`config.mk`:
```
export PLATFORM = sky130hd
export DESIGN_NAME = hilo_unit
export DESIGN_NICKNAME = d
export VERILOG_FILES = /design/src/rtl/hilo_unit.sv
export SDC_FILE = /design/constraint.sdc
export NUM_CORES = 1
export LEC_CHECK = 0
export BUFFER_PORTS_ARGS = -buffer_cell sky130_fd_sc_hd__buf_2
export CORE_MARGIN = 5
export CORE_UTILIZATION = 45
export DETAILED_ROUTE_END_ITERATION = 12
export HOLD_SLACK_MARGIN = 0.15
export PLACE_DENSITY = 0.73
export SLEW_MARGIN = 20
export SYNTH_ARGS = -nofsm -noshare
export SYNTH_HDL_FRONTEND = slang
export SYNTH_SLANG_ARGS = --single-unit
```
`constraint.sdc`:
```
create_clock -name clk -period 6.65 [get_ports clk]
set_input_delay 0 -clock clk [delete_from_list [all_inputs] [get_ports clk]]
set_output_delay 0 -clock clk [all_outputs]
set_load 0.01 [all_outputs]
```
`src/rtl/hilo_unit.sv`:
```
// -----------------------------------------------------------------------------
// hilo_unit
//
// Purpose:
//   HI/LO register unit sitting downstream of an external unsigned 32x32
//   multiplier (MUL). Owns the MULT/MULTU/MTHI/MTLO datapath: multiply operands
//   are registered onto mul_a/mul_b, the unit waits MUL_LAT cycles for the
//   product, sign-corrects the unsigned 64-bit result for MULT and writes it
//   into {HI,LO}. MFHI/MFLO reads are served combinationally. The core is
//   stalled while a multiply is in flight and it tries to touch HI/LO.
//
// Optional feature:
//   HILO_MADD_EN -- when defined, op 100 (MADD) and 101 (MADDU) are accepted
//                   and accumulate the corrected product into {HI,LO}. When
//                   undefined those codes are ignored and no adder is built.
//
// Parameters:
//   MUL_LAT    cycles from mul_a/mul_b change to a valid mul_z (0 = comb MUL)
//
// Ports:
//   clk        in   1   core clock, rising edge
//   reset      in   1   asynchronous active-low reset
//   op_valid   in   1   HI/LO-writing instruction present this cycle
//   op         in   3   000 MULT, 001 MULTU, 010 MTHI, 011 MTLO,
//                       100 MADD, 101 MADDU (only with HILO_MADD_EN)
//   rs_data    in   32  rs operand
//   rt_data    in   32  rt operand
//   mul_a      out  32  registered operand A to MUL
//   mul_b      out  32  registered operand B to MUL
//   mul_z      in   64  unsigned product mul_a*mul_b from MUL
//   rd_req     in   1   MFHI/MFLO executing
//   rd_sel     in   1   1 = HI, 0 = LO
//   rd_data    out  32  selected HI/LO value (combinational, no bypass)
//   busy       out  1   multiply in flight
//   stall      out  1   hold the core pipeline this cycle
//   hi, lo     out  32  architectural HI/LO registers
// -----------------------------------------------------------------------------
module hilo_unit #(
  parameter int unsigned MUL_LAT = 0
) (
  input  logic        clk,
  input  logic        reset,
  input  logic        op_valid,
  input  logic [2:0]  op,
  input  logic [31:0] rs_data,
  input  logic [31:0] rt_data,
  output logic [31:0] mul_a,
  output logic [31:0] mul_b,
  input  logic [63:0] mul_z,
  input  logic        rd_req,
  input  logic        rd_sel,
  output logic [31:0] rd_data,
  output logic        busy,
  output logic        stall,
  output logic [31:0] hi,
  output logic [31:0] lo
);

  // Counter wide enough to hold MUL_LAT, never narrower than one bit.
  localparam int unsigned CntW = (MUL_LAT < 2) ? 1 : $clog2(MUL_LAT + 1);
  localparam logic [CntW-1:0] CntInit = CntW'(MUL_LAT);

  localparam logic [2:0] OpMult  = 3'b000;
  localparam logic [2:0] OpMultu = 3'b001;
  localparam logic [2:0] OpMthi  = 3'b010;
  localparam logic [2:0] OpMtlo  = 3'b011;
`ifdef HILO_MADD_EN
  localparam logic [2:0] OpMadd  = 3'b100;
  localparam logic [2:0] OpMaddu = 3'b101;
`endif

  typedef enum logic [0:0] {
    StIdle,
    StWait
  } state_e;

  // ---------------------------------------------------------------------------
  // State and datapath registers
  // ---------------------------------------------------------------------------
  state_e          r_state;
  state_e          w_state_d;
  logic [31:0]     r_mul_a;
  logic [31:0]     r_mul_b;
  logic            r_signed;
  logic [CntW-1:0] r_cnt;
  logic [31:0]     r_hi;
  logic [31:0]     r_lo;
`ifdef HILO_MADD_EN
  logic            r_acc;
`endif

  // ---------------------------------------------------------------------------
  // Decode
  // ---------------------------------------------------------------------------
  logic        w_idle;
  logic        w_is_mul;
  logic        w_start;
  logic        w_mthi;
  logic        w_mtlo;
  logic        w_done;
  logic [63:0] w_corr;
  logic [63:0] w_wb;

  assign w_idle = (r_state == StIdle);

  // Ops are only ever taken in IDLE; busy (and thus stall) is confined to
  // WAIT, so a stalled op can never slip in here.
  always_comb begin
    w_is_mul = 1'b0;
    if (op_valid) begin
      unique case (op)
        OpMult, OpMultu: w_is_mul = 1'b1;
`ifdef HILO_MADD_EN
        OpMadd, OpMaddu: w_is_mul = 1'b1;
`endif
        default:         w_is_mul = 1'b0;
      endcase
    end
  end

  assign w_start = w_idle & w_is_mul;
  assign w_mthi  = w_idle & op_valid & (op == OpMthi);
  assign w_mtlo  = w_idle & op_valid & (op == OpMtlo);

  // Final WAIT cycle: the product has been stable on mul_z for a full cycle.
  assign w_done  = (r_state == StWait) & (r_cnt == '0);

  // ---------------------------------------------------------------------------
  // FSM
  // ---------------------------------------------------------------------------
  always_ff @(posedge clk or negedge reset) begin
    if (!reset) begin
      r_state <= StIdle;
    end else begin
      r_state <= w_state_d;
    end
  end

  always_comb begin
    w_state_d = r_state;
    unique case (r_state)
      StIdle:  if (w_start) w_state_d = StWait;
      StWait:  if (r_cnt == '0) w_state_d = StIdle;
      default: w_state_d = StIdle;
    endcase
  end

  // ---------------------------------------------------------------------------
  // Sign correction
  // Treating a signed operand as unsigned adds 2^32 * other_operand to the
  // product for every negative operand; subtract those terms back out.
  // ---------------------------------------------------------------------------
  always_comb begin
    w_corr = mul_z;
    if (r_signed) begin
      w_corr = mul_z
             - (r_mul_a[31] ? {r_mul_b, 32'h0} : 64'h0)
             - (r_mul_b[31] ? {r_mul_a, 32'h0} : 64'h0);
    end
  end

`ifdef HILO_MADD_EN
  assign w_wb = r_acc ? ({r_hi, r_lo} + w_corr) : w_corr;
`else
  assign w_wb = w_corr;
`endif

  // ---------------------------------------------------------------------------
  // Operand, counter and HI/LO registers
  // ---------------------------------------------------------------------------
  always_ff @(posedge clk or negedge reset) begin
    if (!reset) begin
      r_mul_a  <= 32'h0;
      r_mul_b  <= 32'h0;
      r_signed <= 1'b0;
      r_cnt    <= '0;
    end else if (w_start) begin
      r_mul_a  <= rs_data;
      r_mul_b  <= rt_data;
      // Even codes (MULT, MADD) are the signed variants.
      r_signed <= ~op[0];
      r_cnt    <= CntInit;
    end else if ((r_state == StWait) && (r_cnt != '0)) begin
      r_cnt    <= r_cnt - CntW'(1);
    end
  end

`ifdef HILO_MADD_EN
  always_ff @(posedge clk or negedge reset) begin
    if (!reset) begin
      r_acc <= 1'b0;
    end else if (w_start) begin
      r_acc <= op[2];
    end
  end
`endif

  always_ff @(posedge clk or negedge reset) begin
    if (!reset) begin
      r_hi <= 32'h0;
      r_lo <= 32'h0;
    end else if (w_done) begin
      r_hi <= w_wb[63:32];
      r_lo <= w_wb[31:0];
    end else if (w_mthi) begin
      r_hi <= rs_data;
    end else if (w_mtlo) begin
      r_lo <= rs_data;
    end
  end

  // ---------------------------------------------------------------------------
  // Outputs
  // ---------------------------------------------------------------------------
  assign mul_a   = r_mul_a;
  assign mul_b   = r_mul_b;
  assign hi      = r_hi;
  assign lo      = r_lo;
  assign busy    = (r_state == StWait);
  assign stall   = busy & (op_valid | rd_req);
  assign rd_data = rd_sel ? r_hi : r_lo;

endmodule

```
==> impl_metrics.yaml <==
routing:
  drcViolationCount: 0
  met3WireLength_um: 1990
  count_of_tritonroute_iterations_in_the_first_routing_pass: 5
  wl_per_cell_um: 18.7
  num_vias: 8143
  route.final.wire_length_um: 28700
  final_antenna_net_count: 0
  vias_per_cell: 5.31
  route.layer.met1.wl_um: 11800
  routed.top_layer: "met4"
  drt_iter0_drc: 424
  detailroute.wirelength.met2_um: 14500
logic_synthesis:
  postSynth.asyncResetShare_pct: 100
  ys_seq_area_share_pct: 38.2
  avg_inst_size_synth_um2: 9.87
  fraction_of_post_synthesis_cell_area_in_the_top_cell_type_by_area_pct: 38.2
  number_of_enable_type_register_cells_in_the_synthesized_netlist: 0
  ys_dominant_reg_cell: "sky130_fd_sc_hd__dfrtp_1"
  synth.yosys.warnings: 0
  synth_largest_area_cell: "sky130_fd_sc_hd__dfrtp_1"
  netlist_area_mm2: 0.00857
  postSynthNetCount: 1068
  synthMostInstantiatedCell: "sky130_fd_sc_hd__dfrtp_1"
  yosys-top-cells-count: "131 x sky130_fd_sc_hd__dfrtp_1, 97 x sky130_fd_sc_hd__inv_1, 95 x sky130_fd_sc_hd__mux2_2, 91 x sky130_fd_sc_hd__nand2_1, 62 x sky130_fd_sc_hd__and2_1"
  synth_seq_cells: 131
  postSynthCellCount: 869
  synth.area.top_cells: "sky130_fd_sc_hd__dfrtp_1 38%, sky130_fd_sc_hd__mux2_2 12%, sky130_fd_sc_hd__fa_1 7.2%"
  synth.distinct_cells: 52
min_path:
  min_delay_worst_endpoint: "stall"
  worstHoldPathType: "input port to primary output"
  worst_hold_path.num_cells: 3
  hold_path.startpoint: "rd_req"
finish:
  antennaDiodeCount: 0
  multi_input_area_mm2: 0.00480
  layout.area.seq_mm2: 0.00328
  nets: 1485
  areaGrowthSynthToFinish_pct: 43.1
  fill_cells: 1409
  post_route_cells_drive_above_1_share_pct: 34.3
  final_core_utilization_pct: 65.6
setup_path:
  critPathMaxFanout: 33
  cp.arrival_ns: 4.88
  critical_path.reg2reg.endpoint: "hi[25]"
  critical_path_class: "register to register"
  critPathCaptureType: "register"
  critPathLaunchType: "register"
  crit_required_ns: 7.01
  reg2reg_from: "mul_b[31]"
  reg2regPathDepth: 15
  worst-r2r-setup-slack_ns: 2.13
die:
  io_pins: 298
  dieHeight_um: 148
  chipWidth_um: 148
  rows: 50
  initial_utilization_pct: 45.8
  core_region_area_mm2: 0.0187
  dieArea_mm2: 0.0219
clocking:
  cts_htree_levels: 4
  clk_latency_ns: 0.42
  clkSlewWorstSetupHoldPaths_ns: 0.06
  tritoncts: "done"
  cts_setup_buffers: 0
  cts-resized-gates: 0
  cts_made_buffers: 17
  cts.root.buffer_cell: "sky130_fd_sc_hd__clkbuf_16"
  clock_path_buffers: 2
  cts_num_sinks: 131
timing:
  post-route-period-util_pct: 68.0
  rsz_0062_raised_after_global_routing: "false"
  setup_total_negative_slack_ns: 0
  setup_viol: 0
  slew_headroom_pct: 26.0
  maxSlewViolCount: 0
  final.setup_skew_ns: 0.0102
  fmax_ghz: 0.221
  tightest_slew_ns: 1.11
  post-route-min-period_ns: 4.52
  hold_viol_final: 0
placement:
  port_buffers: 297
  place_congestion: 0.822
  dpl.hpwl_um: 18600
grt:
  wire_length_of_the_first_global_routing_pass_um: 45600
  grt_antenna_before_repair: 0
  first_global_vias: 8682
  track_usage_pct: 26.1
  maximum_number_of_pins_on_one_net_before_global_route_repair: 68
  leftover_overflow_at_the_end_of_global_routing: 0
run:
  timing.max_cap.violations: 0
pwr:
  p_leak_uw: 0.00598
  max-vdd-ir-drop_v: 0.000193
  power.density_cell_area_mw_per_mm2: 375
status:
  status: "completed"
==> placed cells by master, fill, tap and decap left out, types with 4 or more instances in the layout <==
cell type and n:
sky130_fd_sc_hd__mux2i_1 33, sky130_fd_sc_hd__o21ai_0 47, sky130_fd_sc_hd__inv_1 97, sky130_fd_sc_hd__xor2_1 13
sky130_fd_sc_hd__clkbuf_16 17, sky130_fd_sc_hd__nor3_1 4, sky130_fd_sc_hd__o21ai_1 5, sky130_fd_sc_hd__nand2b_1 5
sky130_fd_sc_hd__dlygate4sd3_1 137, sky130_fd_sc_hd__nor2_1 26, sky130_fd_sc_hd__buf_4 8, sky130_fd_sc_hd__nand3_1 10
sky130_fd_sc_hd__a21o_1 9, sky130_fd_sc_hd__fa_1 31, sky130_fd_sc_hd__a31oi_1 20, sky130_fd_sc_hd__a211oi_1 13
sky130_fd_sc_hd__xnor2_1 12, sky130_fd_sc_hd__a21oi_1 33, sky130_fd_sc_hd__buf_2 296, sky130_fd_sc_hd__mux2_2 95
sky130_fd_sc_hd__and2_1 62, sky130_fd_sc_hd__clkinv_4 4, sky130_fd_sc_hd__ha_1 32, sky130_fd_sc_hd__a222oi_1 5
sky130_fd_sc_hd__nand2_1 90, sky130_fd_sc_hd__dfrtp_1 130, sky130_fd_sc_hd__nor2b_1 5
==> report_power, final <==
group,internal [uW],switching [uW],total [uW]
Clock,593,392,986
Sequential,1050,249,1300
Combinational,1080,1240,2320
Total,2720,1880,4600
==> state kept, by name, summed over array words and instances (netlist names) <==
name,cells
mul_b,32
lo,32
hi,32
r_signed,1
busy,1
r_cnt,1
mul_a,32
==> layer usage <==
layer  global-route usage [%]  vias up
met5                        0        -
met4                     7.76        0
met3                     5.76       47
met2                     46.1      341
met1                     31.9     3969
li1                         -     3786
==> metrics by stage <==
stage	hold slack [ns]	instance area, um2	total power, uW	cells	setup WS [ns]
final	0.307	12300	4600	1533	2.13
after global routing	0.325	12300	4910	1533	1.84
after CTS	0.301	12300	4590	1533	2.12
after detailed placement	0.0260	10300	3490	1364	2.26
after global placement	0.0262	10300	3430	1364	2.40
after floorplan	-0.296	8570	2720	869	3.02
==> critical path, cell delays in order (launching register included) <==
cell,delay (ns)
sky130_fd_sc_hd__dfrtp_1,1.08
sky130_fd_sc_hd__and2_1,0.26
sky130_fd_sc_hd__fa_1,0.41
sky130_fd_sc_hd__inv_1,0.07
sky130_fd_sc_hd__ha_1,0.26
sky130_fd_sc_hd__o211ai_2,0.19
sky130_fd_sc_hd__a21oi_2,0.12
sky130_fd_sc_hd__o31a_1,0.33
sky130_fd_sc_hd__nor2_2,0.14
sky130_fd_sc_hd__o221ai_2,0.16
sky130_fd_sc_hd__a221oi_4,0.33
sky130_fd_sc_hd__xnor2_1,0.16
sky130_fd_sc_hd__nand2_1,0.07
sky130_fd_sc_hd__o211a_1,0.14
sky130_fd_sc_hd__a31oi_1,0.14
sky130_fd_sc_hd__dlygate4sd3_1,0.57
==> cells by family (layout without fill, tap and decap cells) <==
logic type	count (synthesis)	in the layout	synth area share [%]
AO/OA/AOI/OAI	161	161	12.1
XOR/XNOR	25	25	2.55
AND/OR/NAND/NOR	217	217	12.4
multiplexers	130	130	16.6
adder cells (fa/ha/maj)	63	63	11.9
buffers and inverters	142	572	6.22
flip-flops	131	131	38.2
==> worst max-delay path by stage <==
stage	start	endpoint	slack [ns]	cells after the start
4_1_cts	mul_b[31]	hi[25]	2.12	15
5_1_grt	mul_a[31]	hi[25]	1.84	15
2_1_floorplan	mul_a[31]	hi[31]	3.02	15
3_3_place_gp	mul_b[31]	hi[31]	2.40	14
6_report	mul_b[31]	hi[25]	2.13	15
3_5_place_dp	mul_a[31]	hi[24]	2.26	14
==> area by class of cell <==
class                           count  share of cell area, %
Multi-Input combinational cell    596                   39.1
Clock buffer                       17                   3.47
Inverter                           98                   3.00
Timing Repair Buffer              442                   23.8
Sequential cell                   131                   26.7
Tap cell                          234                   2.39
Clock inverter                     15                   1.48
==> repair_timing <==
action	4_1_cts	5_1_grt
hold buffers	137	0
setup endpoints to repair	0	0
hold endpoints to repair	193	0
(Power assumes the default switching activity.)
